$ cat config.mk
export PLATFORM = sky130hd
export DESIGN_NAME = muldiv_unit
export DESIGN_NICKNAME = d
export VERILOG_FILES = /design/src/rtl/muldiv_unit.sv
export SDC_FILE = /design/constraint.sdc
export NUM_CORES = 2
export LEC_CHECK = 0
export CORE_UTILIZATION = 25
export CTS_BUF_LIST = sky130_fd_sc_hd__clkbuf_2 sky130_fd_sc_hd__clkbuf_4 sky130_fd_sc_hd__clkbuf_8
export DETAILED_ROUTE_END_ITERATION = 8
export PLACE_DENSITY = 0.39
export SYNTH_ARGS = -nofsm -noshare
export SYNTH_HDL_FRONTEND = slang
export SYNTH_SLANG_ARGS = --single-unit
$ cat constraint.sdc
create_clock -name clk -period 18.72 [get_ports clk]
set_input_delay 3.744 -clock clk [delete_from_list [all_inputs] [get_ports clk]]
set_output_delay 3.744 -clock clk [all_outputs]
set_load 0.005 [all_outputs]
$ cat src/rtl/muldiv_unit.sv
// Iterative RV64M multiply/divide unit for the EX stage: radix-2 shift-add multiply and
// restoring divide, one bit per cycle, driven by the pipeline controller's command bus.
`ifndef CTRL_Wire_Bus
`define CTRL_Wire_Bus 1:0
`endif
`ifndef CTRL_STATE_Default
`define CTRL_STATE_Default 2'b00
`endif
`ifndef CTRL_STATE_Block
`define CTRL_STATE_Block 2'b01
`endif
`ifndef CTRL_STATE_Bubble
`define CTRL_STATE_Bubble 2'b10
`endif
`ifndef CTRL_STATE_Branch
`define CTRL_STATE_Branch 2'b11
`endif

module muldiv_unit #(
  parameter int XLEN = 64
) (
  input  logic                  clk,
  input  logic                  rst,
  input  logic [`CTRL_Wire_Bus] ctrl_signal_muldiv_i,
  input  logic                  muldiv_start_i,
  input  logic [2:0]            muldiv_op_i,
  input  logic                  muldiv_word_i,
  input  logic [XLEN-1:0]       muldiv_src1_i,
  input  logic [XLEN-1:0]       muldiv_src2_i,
  output logic                  muldiv_busy_o,
  output logic                  muldiv_ready_o,
  output logic [XLEN-1:0]       muldiv_result_o
);

  localparam int CW = $clog2(XLEN + 1);

  typedef enum logic [1:0] {IDLE, CALC, DONE} state_t;

  state_t            state_q, state_d;
  logic [CW-1:0]     cnt_q, cnt_d;
  logic [2:0]        op_q, op_d;
  logic              word_q, word_d;
  logic              neg_q, neg_d;
  logic              negr_q, negr_d;
  logic [XLEN-1:0]   opb_q, opb_d;
  logic [XLEN-1:0]   result_q, result_d;
  logic [2*XLEN-1:0] acc_q, acc_d;

  logic              ctrl_def, abort, accept, is_div;
  logic              sgn1, sgn2, neg1, neg2, div0, ovf;
  logic [XLEN-1:0]   ext1, ext2, abs1, abs2, most_neg;

  function automatic logic [XLEN-1:0] abs_val(input logic [XLEN-1:0] v, input logic n);
    return n ? (~v + XLEN'(1)) : v;
  endfunction

  function automatic logic [XLEN-1:0] word_ext(input logic [XLEN-1:0] v, input logic s);
    return {{(XLEN-32){s & v[31]}}, v[31:0]};
  endfunction

  // Upper half accumulates, lower half holds the not-yet-consumed multiplier bits.
  function automatic logic [2*XLEN-1:0] mul_step(input logic [2*XLEN-1:0] acc,
                                                 input logic [XLEN-1:0]   mcand);
    logic [XLEN:0] sum;
    sum = {1'b0, acc[2*XLEN-1:XLEN]} + (acc[0] ? {1'b0, mcand} : {(XLEN+1){1'b0}});
    return {sum, acc[XLEN-1:1]};
  endfunction

  // Upper half is the partial remainder, lower half shifts dividend out and quotient in.
  function automatic logic [2*XLEN-1:0] div_step(input logic [2*XLEN-1:0] acc,
                                                 input logic [XLEN-1:0]   dvsr);
    logic [XLEN:0] rsh, diff;
    rsh  = {acc[2*XLEN-1:XLEN], acc[XLEN-1]};
    diff = rsh - {1'b0, dvsr};
    if (diff[XLEN]) return {rsh[XLEN-1:0], acc[XLEN-2:0], 1'b0};
    else            return {diff[XLEN-1:0], acc[XLEN-2:0], 1'b1};
  endfunction

  function automatic logic [XLEN-1:0] finalize(input logic [2*XLEN-1:0] acc,
                                               input logic [2:0] op, input logic word,
                                               input logic neg, input logic negr);
    logic [2*XLEN-1:0] prod;
    logic [XLEN-1:0]   quo, rem, res;
    // A 32-iteration word multiply leaves the product 32 bits up the accumulator.
    prod = word ? (acc >> 32) : acc;
    if (neg) prod = ~prod + (2*XLEN)'(1);
    quo = abs_val(acc[XLEN-1:0], neg);
    rem = abs_val(acc[2*XLEN-1:XLEN], negr);
    case (op)
      3'b000:                res = prod[XLEN-1:0];
      3'b001, 3'b010, 3'b011: res = prod[2*XLEN-1:XLEN];
      3'b100, 3'b101:        res = quo;
      default:               res = rem;
    endcase
    if (word) res = word_ext(res, 1'b1);
    return res;
  endfunction

  always_comb begin
    ctrl_def = (ctrl_signal_muldiv_i == `CTRL_STATE_Default);
    abort    = (ctrl_signal_muldiv_i == `CTRL_STATE_Bubble) ||
               (ctrl_signal_muldiv_i == `CTRL_STATE_Branch);
    accept   = (state_q == IDLE) && muldiv_start_i && ctrl_def;
    is_div   = muldiv_op_i[2];
    sgn1     = is_div ? ~muldiv_op_i[0] : (muldiv_op_i[1:0] != 2'b11);
    sgn2     = is_div ? ~muldiv_op_i[0] : ~muldiv_op_i[1];
    ext1     = muldiv_word_i ? word_ext(muldiv_src1_i, sgn1) : muldiv_src1_i;
    ext2     = muldiv_word_i ? word_ext(muldiv_src2_i, sgn2) : muldiv_src2_i;
    neg1     = sgn1 & ext1[XLEN-1];
    neg2     = sgn2 & ext2[XLEN-1];
    abs1     = abs_val(ext1, neg1);
    abs2     = abs_val(ext2, neg2);
    most_neg = muldiv_word_i ? {{(XLEN-31){1'b1}}, 31'b0} : {1'b1, {(XLEN-1){1'b0}}};
    div0     = (ext2 == '0);
    ovf      = sgn1 && (ext1 == most_neg) && (&ext2);
  end

  always_comb begin
    state_d  = state_q;
    cnt_d    = cnt_q;
    op_d     = op_q;
    word_d   = word_q;
    neg_d    = neg_q;
    negr_d   = negr_q;
    opb_d    = opb_q;
    acc_d    = acc_q;
    result_d = result_q;
    case (state_q)
      IDLE: begin
        if (accept) begin
          op_d   = muldiv_op_i;
          word_d = muldiv_word_i;
          opb_d  = abs2;
          cnt_d  = muldiv_word_i ? CW'(32) : CW'(XLEN);
          neg_d  = neg1 ^ neg2;
          negr_d = neg1;
          state_d = CALC;
          if (is_div && div0) begin
            acc_d   = {ext1, {XLEN{1'b1}}};
            neg_d   = 1'b0;
            negr_d  = 1'b0;
            cnt_d   = '0;
            state_d = DONE;
          end else if (is_div && ovf) begin
            acc_d   = {{XLEN{1'b0}}, ext1};
            neg_d   = 1'b0;
            negr_d  = 1'b0;
            cnt_d   = '0;
            state_d = DONE;
          end else if (is_div) begin
            acc_d = {{XLEN{1'b0}}, muldiv_word_i ? (abs1 << 32) : abs1};
          end else begin
            acc_d = {{XLEN{1'b0}}, abs1};
          end
        end
      end
      CALC: begin
        if (ctrl_def) begin
          acc_d = op_q[2] ? div_step(acc_q, opb_q) : mul_step(acc_q, opb_q);
          cnt_d = cnt_q - CW'(1);
          if (cnt_q == CW'(1)) state_d = DONE;
        end
      end
      DONE: begin
        if (ctrl_def) state_d = IDLE;
      end
      default: state_d = IDLE;
    endcase
    if (abort) state_d = IDLE;
    // Result is captured only on the edge that enters DONE, from the final accumulator.
    if ((state_d == DONE) && (state_q != DONE))
      result_d = finalize(acc_d, op_d, word_d, neg_d, negr_d);
  end

  always_ff @(posedge clk or negedge rst) begin
    if (!rst) begin
      state_q  <= IDLE;
      cnt_q    <= '0;
      op_q     <= '0;
      word_q   <= 1'b0;
      neg_q    <= 1'b0;
      negr_q   <= 1'b0;
      opb_q    <= '0;
      acc_q    <= '0;
      result_q <= '0;
    end else begin
      state_q  <= state_d;
      cnt_q    <= cnt_d;
      op_q     <= op_d;
      word_q   <= word_d;
      neg_q    <= neg_d;
      negr_q   <= negr_d;
      opb_q    <= opb_d;
      acc_q    <= acc_d;
      result_q <= result_d;
    end
  end

  assign muldiv_busy_o   = (state_q == CALC) || accept;
  assign muldiv_ready_o  = (state_q == DONE);
  assign muldiv_result_o = result_q;

endmodule

==> flow_summary_export.csv <==
group,metric,value,unit
worst_setup_path,cp_num_cells,22,
worst_setup_path,required_arrival_time_at_the_worst_endpoint,19.42,ns
drt,remaining_drc_errors,0,
clock_network,post-cts-setup-buffer-count,0,
clock_network,cts_root_buffer,"sky130_fd_sc_hd__clkbuf_8",
global_routing,grt_max_degree,129,
power,p_leak,18.0,nW
die,fp.dieH,399,um
synth,yosys_most_used_dff,"sky130_fd_sc_hd__dfrtp_1",
die,die_area,160000,sq um
power,switching_power,2.64,mW
drt,dr.first_iter.drc_count,7208,
synth,yosys_warnings,0,
sta,fmax,79.6,MHz
sta,timing.clock.skew,0.0824,ns
drt,wl_per_cell,36.0,um
clock_network,cts_tree,"yes",
power,seq_power_share,0.182,
worst_setup_path,worst_r2r_endpoint,"muldiv_result_o[56]$_DFFE_PN0P_",
drt,num_vias,50167,
synth,synth.cell_area,39500,sq um
drt,detail_route.wirelength,283000,um
worst_setup_path,crit_path_cell_trace,"clkdlybuf4s50_1 -> mux2i_1 -> nand3_1 -> a21oi_1 -> buf_4 -> nand2_1 -> nor2_2 -> a211oi_1 -> nor3_2 -> inv_1 -> o21ai_0 -> ha_1 -> and2_1 -> nand4_1 -> nor3_1 -> and4_1 -> nand4_1 -> o41ai_1 -> mux2i_1 -> and2_1 -> or3_1 -> o221a_2",
synth,fraction_of_post_synthesis_cell_area_in_the_top_cell_type_by_area,0.172,
sta,grt_setup_unrepaired,"no",
clock_network,clkLatencyLatePin,0.84,ns
placed_design,placed_wire_length_estimate,223000,um
synth,synth_enable_flop_cells,0,
die,die_width,399,um
synth,synth-async-reset-ratio,1.00,
clock_network,cts.sink_count,271,
clock_network,cts.repair.resized,0,
sta,slew_headroom,0.0865,
synth,syn_avg_cell_area,6.93,sq um
job,timing.max_cap.violations,0,
worst_setup_path,timing_worst_setup_path_type,"in -> reg",
placed_design,buffer_ports.inserted,202,
synth,area_leader_netlist,"sky130_fd_sc_hd__dfrtp_1",
worst_setup_path,timing.reg2reg.setup_slack,8.94,ns
drt,detail-route-antenna-nets,0,
placed_design,placement.cell_area,44200,sq um
power,power,4.63,mW
worst_setup_path,critical_path.endpoint,"muldiv_result_o[56]$_DFFE_PN0P_",
global_routing,vias_in_the_first_global_route,47105,
clock_network,htree_levels,3,
finish,design.final.nets,6034,
sta,final_critical_path_setup_slack,6.16,ns
status,run_status,"finished clean",
worst_setup_path,crit_path_max_delay_family,"simple AND/OR/NAND/NOR gates",
sta,slew_worst_pin,1.36,ns
finish,post_route_cell_area,45600,sq um
sta,final_number_of_setup_violating_endpoints,0,
clock_network,cts_hold_repair.buffers,0,
clock_network,clk_pin_slew,0.06,ns
synth,synth_seq_area_share,0.172,
power,power.density_cell_area,102,nW/um^2
die,core.rowCount,145,
worst_setup_path,critical_path_peak_fanout,16,
worst_setup_path,timing.rr.start,"opb_q[0]$_DFFE_PN0P_",
global_routing,grt_antenna_before_repair,14,
worst_setup_path,startpoint,"muldiv_op_i[2]",
finish,n_fill_cell,17376,
global_routing,grt_overflow_total,0,
power,clock_power_share,0.181,
power,worst_ir_drop_vdd,52.1,uV
global_routing,track_usage,0.344,
die,core_area,157000,sq um
clock_network,tritoncts.num_buffers,66,
synth,synthDistinctLibCells,117,
synth,post_synth_inst_count,5697,
global_routing,global_route_wire_length_before_repair,388000,um
synth,post_synth_main_area_contributors,"sky130_fd_sc_hd__dfrtp_1, sky130_fd_sc_hd__o21ai_0, sky130_fd_sc_hd__nand2_1",
worst_setup_path,max_stage_delay_cell_worst_path,"sky130_fd_sc_hd__clkdlybuf4s50_1",
power,power.share.switching,0.571,
clock_network,cts_buffer_depth,3,
power,intPower,1.98,mW
worst_setup_path,r2r.worst_path.cells,27,
power,power.combinational.fraction,0.637,
worst_setup_path,critPathMaxStageDelay,0.92,ns
placed_design,place_congestion,1.05,
sta,timing.final.hold_violations,0,
drt,detailedRoute.firstPassIterationCount,7,
sta,period_minus_slack,12.56,ns
worst_setup_path,buf_inv_stages_crit_path,3,
die,ioPinCount,203,
worst_setup_path,crit_arrival,13.26,ns
sta,finalMaxSlewViolations,0,
synth,synthesis.nets,5972,
worst_setup_path,worstSetupStartpointType,"input pin",
die,start_util,0.252,
placed_design,place_worst_setup_slack,5.64,ns
hold_path,timing.hold.worst.class,"reg -> reg",
sta,final.setup.tns,0,ns
finish,layout-drive-gt1-share,0.0830,
drt,routed_via_density,6.37,
worst_setup_path,worstSetupEndpointType,"register",
sta,finalCritPeriodShare,0.671,
finish,area_growth_syn_to_layout,15.5,%
synth,ys_ff_latch,271,
## power groups by stage
stage                     combinational (mW)  sequential, mW  clock (mW)
after floorplan                         1.65           0.741           0
after global placement                  2.84           0.847           0
after detailed placement                2.82           0.846           0
after CTS                               2.84           0.837       0.858
after global routing                    3.06           0.844       0.873
final                                   2.95           0.841       0.837
## placed cells by master (no fill, tap or decap), drive strengths merged, types with 91 or more instances in the layout
master	count
a21o	98
a21oi	469
a31oi	120
and2	116
buf	189
clkbuf	94
clkdlybuf4s50	200
dfrtp	271
ha	136
inv	189
mux2i	112
nand2	646
nand3	126
nand4	127
nor2	517
nor3	197
nor4	98
o21ai	530
o31ai	91
xnor2	228
xor2	115
## worst min path at each step
stage / start / to / cells after the start
final: muldiv_result_o[0]$_DFFE_PN0P_ / muldiv_result_o[0]$_DFFE_PN0P_ / 2
after global routing: muldiv_result_o[0]$_DFFE_PN0P_ / muldiv_result_o[0]$_DFFE_PN0P_ / 2
after CTS: muldiv_result_o[0]$_DFFE_PN0P_ / muldiv_result_o[0]$_DFFE_PN0P_ / 2
after detailed placement: muldiv_result_o[0]$_DFFE_PN0P_ / muldiv_result_o[0]$_DFFE_PN0P_ / 2
after global placement: muldiv_result_o[0]$_DFFE_PN0P_ / muldiv_result_o[0]$_DFFE_PN0P_ / 2
after floorplan: op_q[0]$_DFF_PN0_ / op_q[0]$_DFF_PN0_ / 2
## registers in the layout, indices dropped and copies added, names as in the netlist
signal	flops
acc_q	128
cnt_q	7
muldiv_result_o	64
neg_q	1
negr_q	1
op_q	3
opb_q	64
state_q	2
word_q	1
## metrics by stage
stage	hold WS, ns	utilization	instances
floorplan	0.453	-	5697
CTS	0.474	0.291	7863
global route	0.504	0.291	7865
finish	0.469	0.291	7874
global placement	0.462	0.282	7749
detailed placement	0.460	0.282	7749
## worst min-delay path: cells and delay by family (launching register included)
| family | cells | cell delay, ns |
|---|---|---|
| flops | 1 | 0.34 |
| simple gates | 2 | 0.10 |
## cell families after synthesis
family | after synthesis | share of synthesized area
compound gates | 2049 | 0.340
simple gates | 2170 | 0.272
fa+ha+maj | 138 | 0.0441
buf+inv | 586 | 0.0592
xor+xnor | 343 | 0.0761
mux | 140 | 0.0365
flops | 271 | 0.172
## per-layer routing
metal	share of wire	routed length (um)	global-route usage
met3	0.089	25100	0.0615
met5	0.00016	45	0
met1	0.42	120000	0.461
met4	0.066	18600	0.195
met2	0.42	120000	0.517
## synthesized netlist by cell type, types with 47 or more instances
| cell | n |
|---|---|
| sky130_fd_sc_hd__nand2_1 | 645 |
| sky130_fd_sc_hd__or3_1 | 64 |
| sky130_fd_sc_hd__clkbuf_1 | 268 |
| sky130_fd_sc_hd__o22ai_1 | 55 |
| sky130_fd_sc_hd__nand4_1 | 126 |
| sky130_fd_sc_hd__o21ai_0 | 513 |
| sky130_fd_sc_hd__nor3_1 | 192 |
| sky130_fd_sc_hd__a221oi_1 | 52 |
| sky130_fd_sc_hd__mux2i_1 | 111 |
| sky130_fd_sc_hd__nand3_1 | 125 |
| sky130_fd_sc_hd__ha_1 | 136 |
| sky130_fd_sc_hd__nor2_1 | 515 |
| sky130_fd_sc_hd__a21o_1 | 98 |
| sky130_fd_sc_hd__a31oi_1 | 119 |
| sky130_fd_sc_hd__a211oi_1 | 63 |
| sky130_fd_sc_hd__o211ai_1 | 61 |
| sky130_fd_sc_hd__xor2_1 | 115 |
| sky130_fd_sc_hd__a22oi_1 | 65 |
| sky130_fd_sc_hd__nor4_1 | 89 |
| sky130_fd_sc_hd__buf_1 | 47 |
| sky130_fd_sc_hd__xnor2_1 | 228 |
| sky130_fd_sc_hd__o31ai_1 | 91 |
| sky130_fd_sc_hd__a21oi_1 | 467 |
| sky130_fd_sc_hd__dfrtp_1 | 271 |
| sky130_fd_sc_hd__inv_1 | 180 |
| sky130_fd_sc_hd__buf_2 | 69 |
| sky130_fd_sc_hd__and2_1 | 112 |
## final cells by class
class	count	area [sq um]	share of cell area
Inverter	191	719	0.0158
Tap cell	2058	2570	0.0565
Antenna cell	11	27.5	0.000604
Timing Repair Buffer	389	3460	0.0760
Clock inverter	20	218	0.00478
Clock buffer	94	1190	0.0262
Multi-Input combinational cell	4840	30600	0.671
Sequential cell	271	6790	0.149
(Power assumes the default switching activity.)
